**config.mk**
```make
export PLATFORM = sky130hd
export DESIGN_NAME = apb_master_port
export DESIGN_NICKNAME = d
export VERILOG_FILES = /design/src/rtl/apb_master_port.sv
export SDC_FILE = /design/constraint.sdc
export NUM_CORES = 1
export LEC_CHECK = 0
export ABC_AREA = 1
export CAP_MARGIN = 15
export CORE_AREA = 2 2 119 86
export CTS_CLUSTER_DIAMETER = 60
export CTS_CLUSTER_SIZE = 20
export DETAILED_ROUTE_END_ITERATION = 12
export DIE_AREA = 0 0 121 88
export GPL_ROUTABILITY_DRIVEN = 1
export GPL_TIMING_DRIVEN = 0
export PLACE_DENSITY = 0.76
export SYNTH_ARGS = -nofsm -noshare
export SYNTH_HDL_FRONTEND = slang
export SYNTH_SLANG_ARGS = --single-unit
```
**constraint.sdc**
```tcl
create_clock -name HCLK -period 6.8 [get_ports HCLK]
set_clock_uncertainty 0.2 [all_clocks]
set_input_delay 1.02 -clock HCLK [delete_from_list [all_inputs] [get_ports HCLK]]
set_output_delay 1.02 -clock HCLK [all_outputs]
set_load 0.1 [all_outputs]
```
**src/rtl/apb_master_port.sv**
```systemverilog
`default_nettype none
// ============================================================================
// Module   : apb_master_port
// Function : single-outstanding APB3 initiator with req/gnt front end,
//            registered response strobe and PREADY timeout abort.
// Revision : 1.0
// ============================================================================
module apb_master_port #(
  parameter int APB_ADDR_WIDTH = 12,
  parameter int TIMEOUT        = 255
) (
  input  logic                      HCLK,
  input  logic                      HRESET,
  input  logic                      req_i,
  input  logic [APB_ADDR_WIDTH-1:0] addr_i,
  input  logic                      we_i,
  input  logic [31:0]               wdata_i,
  output logic                      gnt_o,
  output logic                      rvalid_o,
  output logic [31:0]               rdata_o,
  output logic                      err_o,
  output logic                      busy_o,
  output logic [APB_ADDR_WIDTH-1:0] PADDR,
  output logic [31:0]               PWDATA,
  output logic                      PWRITE,
  output logic                      PSEL,
  output logic                      PENABLE,
  input  logic [31:0]               PRDATA,
  input  logic                      PREADY,
  input  logic                      PSLVERR
);

  localparam int CNT_W = (TIMEOUT > 0) ? $clog2(TIMEOUT + 1) : 1;
  localparam logic [CNT_W-1:0] CNT_LAST = CNT_W'(TIMEOUT - 1);
  localparam logic [CNT_W-1:0] CNT_MAX  = {CNT_W{1'b1}};
  localparam logic [CNT_W-1:0] CNT_ONE  = CNT_W'(1);
  localparam bit               TO_EN    = (TIMEOUT != 0);

  localparam logic [1:0] S_IDLE   = 2'd0;
  localparam logic [1:0] S_SETUP  = 2'd1;
  localparam logic [1:0] S_ACCESS = 2'd2;

  logic [1:0]                state_q,  state_d;
  logic [APB_ADDR_WIDTH-1:0] paddr_q,  paddr_d;
  logic [31:0]               pwdata_q, pwdata_d;
  logic                      pwrite_q, pwrite_d;
  logic [31:0]               rdata_q,  rdata_d;
  logic                      err_q,    err_d;
  logic                      rvalid_q, rvalid_d;
  logic [CNT_W-1:0]          cnt_q,    cnt_d;

  // State register
  always_ff @(posedge HCLK or posedge HRESET) begin
    if (HRESET) begin
      state_q <= S_IDLE;
    end else begin
      state_q <= state_d;
    end
  end

  always_ff @(posedge HCLK or posedge HRESET) begin
    if (HRESET) begin
      paddr_q  <= '0;
      pwdata_q <= '0;
      pwrite_q <= 1'b0;
      rdata_q  <= '0;
      err_q    <= 1'b0;
      rvalid_q <= 1'b0;
      cnt_q    <= '0;
    end else begin
      paddr_q  <= paddr_d;
      pwdata_q <= pwdata_d;
      pwrite_q <= pwrite_d;
      rdata_q  <= rdata_d;
      err_q    <= err_d;
      rvalid_q <= rvalid_d;
      cnt_q    <= cnt_d;
    end
  end

  // Next-state and datapath
  always_comb begin
    state_d  = state_q;
    paddr_d  = paddr_q;
    pwdata_d = pwdata_q;
    pwrite_d = pwrite_q;
    rdata_d  = rdata_q;
    err_d    = err_q;
    rvalid_d = 1'b0;
    cnt_d    = cnt_q;
    case (state_q)
      S_IDLE: begin
        if (req_i) begin
          paddr_d  = addr_i;
          pwdata_d = wdata_i;
          pwrite_d = we_i;
          state_d  = S_SETUP;
        end
      end
      S_SETUP: begin
        cnt_d   = '0;
        state_d = S_ACCESS;
      end
      S_ACCESS: begin
        // A ready slave beats a timeout firing in the same cycle.
        if (PREADY) begin
          rvalid_d = 1'b1;
          err_d    = PSLVERR;
          rdata_d  = pwrite_q ? 32'h0 : PRDATA;
          state_d  = S_IDLE;
        end else if (TO_EN && (cnt_q == CNT_LAST)) begin
          rvalid_d = 1'b1;
          err_d    = 1'b1;
          rdata_d  = 32'h0;
          state_d  = S_IDLE;
        end else if (cnt_q != CNT_MAX) begin
          cnt_d = cnt_q + CNT_ONE;
        end
      end
      default: state_d = S_IDLE;
    endcase
  end

  // Outputs decoded from the state register so reset drops PSEL/PENABLE at once
  always_comb begin
    gnt_o   = 1'b0;
    PSEL    = 1'b0;
    PENABLE = 1'b0;
    busy_o  = 1'b0;
    case (state_q)
      S_IDLE:   gnt_o = req_i;
      S_SETUP: begin
        PSEL   = 1'b1;
        busy_o = 1'b1;
      end
      S_ACCESS: begin
        PSEL    = 1'b1;
        PENABLE = 1'b1;
        busy_o  = 1'b1;
      end
      default: ;
    endcase
  end

  assign PADDR    = paddr_q;
  assign PWDATA   = pwdata_q;
  assign PWRITE   = pwrite_q;
  assign rdata_o  = rdata_q;
  assign err_o    = err_q;
  assign rvalid_o = rvalid_q;

endmodule
`default_nettype wire

```
* After elaboration in Yosys (flattened, before gate mapping) *
Cells that the tools add are included.

word-level totals
  register bits = 89
  latch bits = 0
  memory bits (writable) = 0
  memory bits (read-only) = 0
  bits of input ports = 82
  output and inout bits = 83
  logic and storage cells = 45
  memories = 0

cells by class
  add/sub/neg operators = 1
  multipliers = 0
  div/mod/pow operators = 0
  magnitude comparators = 0
  equality and inequality tests = 9
  shifts and indexed selects = 0
  mux-type cells = 19
  bitwise operators = 0
  reductions and logical operators = 8

operator list
  kind                                                 count
  two-way mux 32 bit                                   3
  two-way mux 8 bit                                    3
  case mux 8 bit (2 select lines)                      1
  adder 8 x 1 -> 8 bit, second input constant          1
  equality test 8 bit, second input constant           1
  two-way mux 1 bit                                    8
  inequality test 2 bit, second input constant         4
  inequality test 8 bit, second input constant         1
  two-way mux 2 bit                                    3
  case mux 2 bit (3 select lines)                      1
  AND reduction 2 bit                                  3
  AND reduction 4 bit                                  1
  nonzero test 2 bit                                   2
  inequality test 3 bit, second input constant         1
  equality test 2 x 1 -> 1 bit, second input constant  1
  equality test 2 bit, second input constant           1
  zero test 2 bit                                      1
  OR reduction 2 bit                                   1

* Longest topological paths before layout *
  depth in word-level cells = 5
  gate-level depth with buffers = 11

* Worst setup path after synthesis *
Ideal clock, no wire load.

  path type = in2out
  from = in req_i
  to = out gnt_o
  arrival = 1824 ps
  required time = 5580 ps
  setup slack = 3756 ps
  cell stages on the path = 3
  buffers on the path = 1
  path through = nand2_1 > inv_2 > buf_2

between the ends
  word-level cells in the longest chain between the ends = 1

ends and longest elaborated chain
  element             line  text
  start: declaration  14    input logic req_i,
  two-way mux 1 bit   130   case (state_q)
  end: declaration    18    output logic gnt_o,

No other way between the ends.

* Final worst setup path *
Same ends and word-level chain as after synthesis.

==> flow_metrics.env <==
export IMPL_maxSlewHeadroom=0.310
export IMPL_final_number_of_max_transition_violations=0
export IMPL_netlist_top_cell_by_area="dfrtp_1"
export IMPL_max_slew_worst_pin_slew_ns=1.03
export IMPL_die_width_um=121
export IMPL_placement_setup_worst_slack_ns=2.15
export IMPL_die_height_um=88
export IMPL_synth_net_count=518
export IMPL_timing_critical_path_cells="clkdlybuf4s50_1, nand2_1, inv_2, buf_2, clkdlybuf4s50_1"
export IMPL_route_vias_total=3416
export IMPL_clock_tree_from_tritoncts="done"
export IMPL_tritoncts_sinks=89
export IMPL_initial_core_util=0.392
export IMPL_fmax_mhz=216
export IMPL_grt_overflow_total=0
export IMPL_most_area_consuming_cells_after_synthesis="dfrtp_1 (60%), nand2_1 (23%), o21ai_1 (5.0%), ha_1 (2.0%), buf_6 (1.5%)"
export IMPL_cp_slowest_stage_delay_ns=1.16
export IMPL_place_congestion=0.819
export IMPL_yosys_register_bits=89
export IMPL_wl_um=9910
export IMPL_crit_slowest_cell="clkdlybuf4s50_1"
export IMPL_final_fill_count=784
export IMPL_cts_setup_buffers=0
export IMPL_combinational_family_with_the_most_area_after_synthesis="simple AND/OR/NAND/NOR gates"
export IMPL_number_of_max_cap_violations=0
export IMPL_wl_per_cell_um=13.4
export IMPL_synth_cell_area_um2=3730
export IMPL_detail_route_first_pass_iterations=4
export IMPL_grt_start_max_net_pins=50
export IMPL_area_delta_synth_final_pct=58.6
export IMPL_drcViolationCount=0
export IMPL_hold_path_class="flip-flop to flip-flop"
export IMPL_synthMuxAreaShare=0
export IMPL_synth_unique_cells=21
export IMPL_most_common_library_cell_in_the_layout_ignoring_fill_and_taps="nand2_1"
export IMPL_timing_critical_path_mode_cell="clkdlybuf4s50_1"
export IMPL_synth_yosys_seq_area_share=0.598
export IMPL_report_final_hold_viol_count=0
export IMPL_layout_worst_path_cycle_share=0.680
export IMPL_worst_path_dominant_cell_family="buffers and inverters"
export IMPL_clock_slew_at_the_register_clock_pins_of_the_worst_setup_and_hold_paths_ns=0.06
export IMPL_cts_root_buffer_cell="clkbuf_16"
export IMPL_finalSetupViolations=0
export IMPL_row_count=30
export IMPL_synthesized_instance_count=430
export IMPL_worst_endpoint_arrival_ns=3.40
export IMPL_tritoncts_num_buffers=9
export IMPL_detail_route_vias_per_cell=4.62
export IMPL_cts_htree_levels=3
export IMPL_cp_num_buf_inv=4
export IMPL_worst_skew_pair_late_latency_ns=0.33
export IMPL_core_area_um2=9500
export IMPL_dp_hpwl_um=7520
export IMPL_yosys_area_share_adder=0.0201
export IMPL_outcome="finished clean"
export IMPL_total_neg_setup_slack_ns=0
export IMPL_synth_largest_type_area_fraction=0.598
export IMPL_die_area_um2=10600
export IMPL_critical_path_required_ns=5.58
export IMPL_worst_slack_ns=2.18
export IMPL_mostFrequentLayoutCells="nand2_1 (230), clkdlybuf4s50_1 (164), dfrtp_1 (89)"
export IMPL_detailedRoute_firstIterationViolations=157
export IMPL_nets=694
export IMPL_first_global_vias=3420
export IMPL_synth_compound_area_share=0.0712
export IMPL_unrepaired_setup_endpoints_after_global_routing="false"
export IMPL_crit_path_end_kind="primary output"
export IMPL_gr_usage_all_layers=0.194
export IMPL_period_minus_slack_ns=4.62
export IMPL_clk_path_buf_depth=2
export IMPL_synth_simple_gate_area_frac=0.261
export IMPL_cts_resized=0
export IMPL_grt_antenna_before_repair=0
export IMPL_critical_path_max_fanout=10
export IMPL_antenna_cells_inserted=0
export IMPL_drt_antenna_violating_nets=0
export IMPL_io_pins=165
export IMPL_post_synth_cell_area_avg_um2=8.67
export IMPL_criticalPathCategory="primary input to primary output"
export IMPL_syn_warnings=0
export IMPL_synthXorXnorAreaFrac=0
export IMPL_port_buffers=164
export IMPL_startpoint_type="primary input"
export IMPL_fraction_of_layout_instances_using_a_drive_strength_above_1=0.0687
export IMPL_ctsHoldBuffers=0
export IMPL_grt_pass1_wl_um=16100
[worst min-delay path, delay by kind of cell (launching register included)]
family        cells  cell delay (ns)
flops             1             0.34
simple gates      2             0.10
[sequential cells by signal, indices dropped and copies added (netlist names)]
signal / cells
PADDR: 12
PWDATA: 32
PWRITE: 1
cnt_q: 8
err_o: 1
rdata_o: 32
rvalid_o: 1
state_q: 2
[routing by layer]
metal  global-route usage  routed length, µm  up-vias
li1                     -                  -     1686
met1                0.249               4380     1599
met2                0.311               4510      120
met3               0.0723                903       11
met4               0.0529                129        0
met5                    0                  0        -
[through the flow]
step	cell area (µm²)	hold slack [ns]	instances	utilization
final	5910	0.281	739	0.622
after global routing	5910	0.295	739	0.622
after CTS	5910	0.283	739	0.622
after detailed placement	5550	0.267	723	0.584
after global placement	5530	0.262	722	0.582
after floorplan	3730	0.267	430	-
[cells in the mapped netlist, drive strengths merged]
cell      n
a21oi     3
buf      14
clkbuf    8
dfrtp    89
ha        6
inv      13
nand2   233
nand3    10
nor2      7
o21ai    44
o21bai    2
or2       1
[path summary, 6_finish.rpt]
path                             from          to  slack [ns]  depth (start not counted)
max                             req_i       gnt_o        2.18                          5
min                        PWDATA[27]  PWDATA[27]        0.28                          2
max reg2reg                state_q[0]    cnt_q[0]        4.89                         10
min reg2reg                PWDATA[27]  PWDATA[27]        0.28                          2
max in group asynchronous      HRESET  rdata_o[7]        4.84                          3
min in group asynchronous      HRESET    cnt_q[0]        0.93                          2
[logic make-up (layout without fill, tap and decap cells)]
family / Yosys count / after routing
AO/OA/AOI/OAI: 49 / 49
adder cells (fa/ha/maj): 6 / 6
buffers and inverters: 35 / 216
flip-flops: 89 / 89
AND/OR/NAND/NOR: 251 / 251
[cell type report]
| class | instances | area [µm²] | area share |
|---|---|---|---|
| sequential | 89 | 2230 | 0.377 |
| tap | 128 | 160 | 0.0271 |
| timing repair buffer | 165 | 1660 | 0.281 |
| inverter | 13 | 51.3 | 0.00868 |
| buffer | 22 | 138 | 0.0233 |
| clock inverter | 6 | 130 | 0.0220 |
| clock buffer | 10 | 229 | 0.0387 |
| multi-input combinational | 306 | 1310 | 0.222 |
Power is left out: the tool's default activity adds up to more than one toggle a clock period on the data nets, which glitch-free logic cannot reach.
